## src/rtl/hazard_scoreboard.sv

```systemverilog
// Hazard scoreboard for a 5-stage pipeline: operand forwarding, load-use and
// multi-cycle (MUL/DIV) interlocks, redirect flushes and a saturating stall counter.
module hazard_scoreboard #(
    parameter int REG_AW = 5,
    parameter int MD_LAT = 4,
    parameter int SC_W   = 16
) (
    input  logic              clk,
    input  logic              rst_n,
    input  logic [REG_AW-1:0] Rs1D,
    input  logic [REG_AW-1:0] Rs2D,
    input  logic [REG_AW-1:0] Rs1E,
    input  logic [REG_AW-1:0] Rs2E,
    input  logic [REG_AW-1:0] RdE,
    input  logic [REG_AW-1:0] RdM,
    input  logic [REG_AW-1:0] RdW,
    input  logic [1:0]        ResultSrcE,
    input  logic              PCSrc,
    input  logic              RegWriteM,
    input  logic              RegWriteW,
    input  logic              MdOpD,
    input  logic              MdStartE,
    input  logic              StallCntClr,
    output logic [1:0]        ForwardAE,
    output logic [1:0]        ForwardBE,
    output logic              StallF,
    output logic              StallD,
    output logic              FlushD,
    output logic              FlushE,
    output logic              MdBusy,
    output logic [REG_AW-1:0] MdRd,
    output logic              MdWbValid,
    output logic              MdErr,
    output logic [SC_W-1:0]   StallCnt
);

    localparam int CNT_W = (MD_LAT > 1) ? $clog2(MD_LAT) : 1;
    localparam logic [CNT_W-1:0]  CNT_LOAD = CNT_W'(MD_LAT - 1);
    localparam logic [CNT_W-1:0]  CNT_ZERO = {CNT_W{1'b0}};
    localparam logic [CNT_W-1:0]  CNT_ONE  = {{(CNT_W-1){1'b0}}, 1'b1};
    localparam logic [REG_AW-1:0] REG_X0   = {REG_AW{1'b0}};
    localparam logic [SC_W-1:0]   SC_MAX   = {SC_W{1'b1}};
    localparam logic [SC_W-1:0]   SC_ONE   = {{(SC_W-1){1'b0}}, 1'b1};

    typedef enum logic [0:0] {
        IDLE = 1'b0,
        BUSY = 1'b1
    } md_state_e;

    md_state_e         state_q, state_d;
    logic [CNT_W-1:0]  cnt_q, cnt_d;
    logic [REG_AW-1:0] md_rd_q, md_rd_d;
    logic              md_err_q, md_err_d;
    logic [SC_W-1:0]   stall_cnt_q, stall_cnt_d;

    logic lw_stall_s;
    logic md_stall_s;
    logic stall_s;
    logic md_busy_s;
    logic md_wb_valid_s;

    // A write from M is newer than one from W, so M wins; x0 is never forwarded.
    function automatic logic [1:0] fwd_sel(
        input logic [REG_AW-1:0] rs,
        input logic [REG_AW-1:0] rd_m,
        input logic              we_m,
        input logic [REG_AW-1:0] rd_w,
        input logic              we_w
    );
        if ((rs != REG_X0) && we_m && (rs == rd_m)) begin
            return 2'b10;
        end else if ((rs != REG_X0) && we_w && (rs == rd_w)) begin
            return 2'b01;
        end else begin
            return 2'b00;
        end
    endfunction

    function automatic logic reads_reg(
        input logic [REG_AW-1:0] rs1,
        input logic [REG_AW-1:0] rs2,
        input logic [REG_AW-1:0] rd
    );
        return ((rs1 != REG_X0) && (rs1 == rd)) || ((rs2 != REG_X0) && (rs2 == rd));
    endfunction

    // Forwarding, interlock and flush decode.
    always_comb begin
        ForwardAE  = fwd_sel(Rs1E, RdM, RegWriteM, RdW, RegWriteW);
        ForwardBE  = fwd_sel(Rs2E, RdM, RegWriteM, RdW, RegWriteW);
        lw_stall_s = (ResultSrcE == 2'b01) && (RdE != REG_X0)
                     && ((Rs1D == RdE) || (Rs2D == RdE));
        md_stall_s = (md_busy_s && (MdOpD || reads_reg(Rs1D, Rs2D, md_rd_q)))
                     || (MdStartE && (MdOpD || reads_reg(Rs1D, Rs2D, RdE)));
        stall_s    = (lw_stall_s || md_stall_s) && !PCSrc;
        StallF     = stall_s;
        StallD     = stall_s;
        FlushD     = PCSrc;
        FlushE     = lw_stall_s || md_stall_s || PCSrc;
    end

    // Tracker state register.
    always_ff @(posedge clk or negedge rst_n) begin
        if (!rst_n) begin
            state_q     <= IDLE;
            cnt_q       <= CNT_ZERO;
            md_rd_q     <= REG_X0;
            md_err_q    <= 1'b0;
            stall_cnt_q <= {SC_W{1'b0}};
        end else begin
            state_q     <= state_d;
            cnt_q       <= cnt_d;
            md_rd_q     <= md_rd_d;
            md_err_q    <= md_err_d;
            stall_cnt_q <= stall_cnt_d;
        end
    end

    // Tracker next state; a start while busy is dropped and flagged, redirects never cancel.
    always_comb begin
        state_d  = state_q;
        cnt_d    = cnt_q;
        md_rd_d  = md_rd_q;
        md_err_d = md_err_q || (MdStartE && md_busy_s);
        case (state_q)
            IDLE: begin
                if (MdStartE) begin
                    state_d = BUSY;
                    cnt_d   = CNT_LOAD;
                    md_rd_d = RdE;
                end else begin
                    state_d = IDLE;
                end
            end
            BUSY: begin
                if (cnt_q != CNT_ZERO) begin
                    cnt_d = cnt_q - CNT_ONE;
                end else if (md_wb_valid_s) begin
                    state_d = IDLE;
                end else begin
                    state_d = BUSY;
                end
            end
            default: begin
                state_d = IDLE;
                cnt_d   = CNT_ZERO;
            end
        endcase

        if (StallCntClr) begin
            stall_cnt_d = {SC_W{1'b0}};
        end else if (stall_s && (stall_cnt_q != SC_MAX)) begin
            stall_cnt_d = stall_cnt_q + SC_ONE;
        end else begin
            stall_cnt_d = stall_cnt_q;
        end
    end

    // Tracker outputs; the pipeline's own W write has priority over the MD result.
    always_comb begin
        md_busy_s     = (state_q == BUSY);
        md_wb_valid_s = md_busy_s && (cnt_q == CNT_ZERO) && !RegWriteW;
        MdBusy        = md_busy_s;
        MdWbValid     = md_wb_valid_s;
        MdRd          = md_rd_q;
        MdErr         = md_err_q;
        StallCnt      = stall_cnt_q;
    end

endmodule
```

## config.mk

```make
export PLATFORM = sky130hd
export DESIGN_NAME = hazard_scoreboard
export DESIGN_NICKNAME = d
export VERILOG_FILES = /design/src/rtl/hazard_scoreboard.sv
export SDC_FILE = /design/constraint.sdc
export NUM_CORES = 1
export LEC_CHECK = 0
export ABC_AREA = 1
export BUFFER_PORTS_ARGS = -buffer_cell sky130_fd_sc_hd__buf_2
export CAP_MARGIN = 20
export CORE_AREA = 2 2 55 83
export CTS_CLUSTER_DIAMETER = 150
export CTS_CLUSTER_SIZE = 40
export DETAILED_ROUTE_END_ITERATION = 6
export DIE_AREA = 0 0 57 85
export PLACE_DENSITY = 0.95
export SYNTH_ARGS = -nofsm -noshare
export SYNTH_HDL_FRONTEND = slang
export SYNTH_SLANG_ARGS = --single-unit
```

## constraint.sdc

```tcl
create_clock -name clk -period 5.4 [get_ports clk]
set_input_delay 0.54 -clock clk [delete_from_list [all_inputs] [get_ports clk]]
set_output_delay 0.54 -clock clk [all_outputs]
set_load 0.01 [all_outputs]
```

==> impl_metrics.tcl <==
set metrics [dict create \
    grt_usage_pct 22.8 \
    grt_max_degree 26 \
    skew_ns 0.00977 \
    final_cell_mix "81 x nand2_1, 76 x buf_2, 43 x nor2_1" \
    cts_made_buffers 3 \
    h-tree-depth 1 \
    clockBufferDepth 2 \
    status "complete, no violations" \
    reg2reg_depth 12 \
    dp.final_hpwl_mm 4.33 \
    synth_cell_types 40 \
    fill_cells 388 \
    drt_iter0_drc 91 \
    cpMaxStageDelayCell "nor4_1" \
    grt_pass1_wl_mm 9.06 \
    start_util_pct 51.9 \
    finalSetupViolCount 0 \
    max_slew.worst_pin.slew_ns 0.563 \
    cts_tree "yes" \
    post-route-min-period_ns 2.29 \
    finalCritPeriodShare_pct 42.5 \
    yosys_register_bits 25 \
    powerDensity_nw_per_um2 248 \
    drive_above_1_share_pct 25.2 \
    cts.clk_slew.worst_paths_ns 0.09 \
    peakVddDrop_uv 203 \
    cp.arrival_ns 1.75 \
    critPathKind "primary input to primary output" \
    start_kind "primary input" \
    port_buffers 76 \
    slew_viol_final 0 \
    final_util_pct 62.1 \
    wl_per_cell_um 12.6 \
    fin_ws_ns 3.11 \
    cp-startpoint "Rs2E[3]" \
    vias 2351 \
    cts_hold_buf 0 \
    grt_pass1_vias 2238 \
    synth_area_um2 2150 \
    insertedDiodeCount 0 \
    p_total_mw 0.636 \
    die_h_um 85 \
    hold_path_class "primary input to asynchronous set/reset pin" \
    r2r-end "StallCnt[3]" \
    clock_sinks 25 \
    gr-total-overflow 0 \
    die_width_um 57 \
    slew_headroom_pct 62.5 \
    cp_cell_sequence "buf_2 > inv_1 > nor2_1 > a211oi_1 > o2111ai_1 > nor4_1 > buf_2" \
    synth_nets 363 \
    seq_area_frac_synth_pct 29.2 \
    synth_area_per_cell_um2 6.79 \
    antenna_found_initial 0 \
    max-cap-violations 0 \
    drt_pass1_iterations 4 \
    path_max_fanout 3 \
    critPathMostFrequentCell "buf_2" \
    place_congestion 0.935 \
    area_delta_synth_final_pct 19.8 \
    synth_cells 316 \
    final_common_cell "nand2_1" \
    drc 0 \
    rows 29 \
    grt_setup_unrepaired "false" \
    totalWireLength_mm 5.49 \
    detail-route-antenna-nets 0 \
    clockRootBuffer "clkbuf_8" \
    coreArea_um2 4140 \
    cts_setup_buffers 0 \
    cp-end-kind "primary output" \
    r2r-start "StallCnt[0]" \
    vias_per_cell 5.40 \
    fin_nets 437 \
    fmax_mhz 436 \
    leakagePower_nw 1.43 \
    boundaryPins 77 \
    critPathMaxStageDelay_ns 0.30 \
    ys_warn_count 0 \
    crit_required_ns 4.86 \
    worstSkewPairLatency_ns 0.27 \
    hold_viol 0 \
    place_ws_ns 3.20 \
    dieArea_um2 4850 \
    setup-tns-final_ns 0 \
    cts-resized-gates 0 \
    rrSetupSlack_ns 3.25 \
]
-- cells in the mapped netlist, drive strengths merged --
library cell,n,area (um^2)
or2,1,6.26
a22oi,1,7.51
dfrtp,25,626
nor4,3,18.8
nand2,83,322
a2111oi,1,8.76
nand3,33,188
a21oi,3,15.0
o21ai,12,60.1
nor2,47,196
clkbuf,2,17.5
a221oi,1,8.76
a211oi,4,30.0
nand3b,1,11.3
o21bai,1,7.51
inv,43,161
nand4,7,58.8
buf,5,42.5
xnor2,15,131
nor3b,1,7.51
clkinv,2,12.5
o2111ai,2,17.5
nor3,4,25.0
xor2,14,123
ha,2,25.0
o22ai,3,18.8
-- per-layer routing --
metal | wire length (um) | GRT usage (%)
met1 | 1980 | 24.3
met2 | 3020 | 43.8
met3 | 315 | 1.37
met4 | 172 | 11.4
met5 | 0 | 0
-- power breakdown --
part	internal (mW)	leakage [nW]	total [mW]	switching (mW)
registers	0.222	0.325	0.262	0.0406
clock network	0.0516	0.0255	0.109	0.0571
logic	0.111	1.08	0.265	0.155
total	0.384	1.43	0.636	0.253
-- state kept, by name, indices dropped and copies added, names as in the netlist --
signal	flops
StallCnt	16
MdRd	5
cnt_q	2
MdBusy	1
MdErr	1
-- worst max-delay path: cells and delay by family --
| kind | cells | cell delay, ns |
|---|---|---|
| simple gates | 2 | 0.35 |
| compound gates | 2 | 0.45 |
| buf+inv | 3 | 0.41 |
-- area by class of cell --
class                      count  area [um^2]  share of cell area (%)
timing repair buffer          76          380                    14.8
multi-input combinational    239         1290                    50.0
inverter                      45          174                    6.77
clock buffer                   3         41.3                    1.61
tap                           46         57.6                    2.24
clock inverter                 1         5.00                   0.195
sequential                    25          626                    24.3
-- worst max path at each step --
stage	end	slack, ns	cells after the start
detailed placement	ForwardBE[0]	3.20	7
finish	ForwardBE[0]	3.11	7
CTS	ForwardBE[0]	3.19	7
global route	StallD	3.00	10
global placement	StallF	3.26	12
floorplan	ForwardAE[0]	3.14	5
-- metrics by stage --
stage               instances  instance area [um^2]  hold WS [ns]
finish                    435                  2570         0.253
global route              435                  2570         0.293
CTS                       435                  2570         0.267
detailed placement        431                  2520         0.474
global placement          431                  2520         0.462
floorplan                 316                  2150         0.244
-- kinds of logic (layout without fill, tap and decap cells) --
| logic type | count (synthesis) | count (layout) | share of synthesized area [%] |
|---|---|---|---|
| AO/OA/AOI/OAI | 28 | 28 | 8.11 |
| XOR/XNOR | 29 | 29 | 11.8 |
| adder cells (fa/ha/maj) | 2 | 2 | 1.17 |
| buffers and inverters | 52 | 125 | 10.9 |
| flip-flops | 25 | 25 | 29.2 |
| AND/OR/NAND/NOR | 180 | 180 | 38.8 |
No activity file was read; power rests on OpenSTA's default activity.
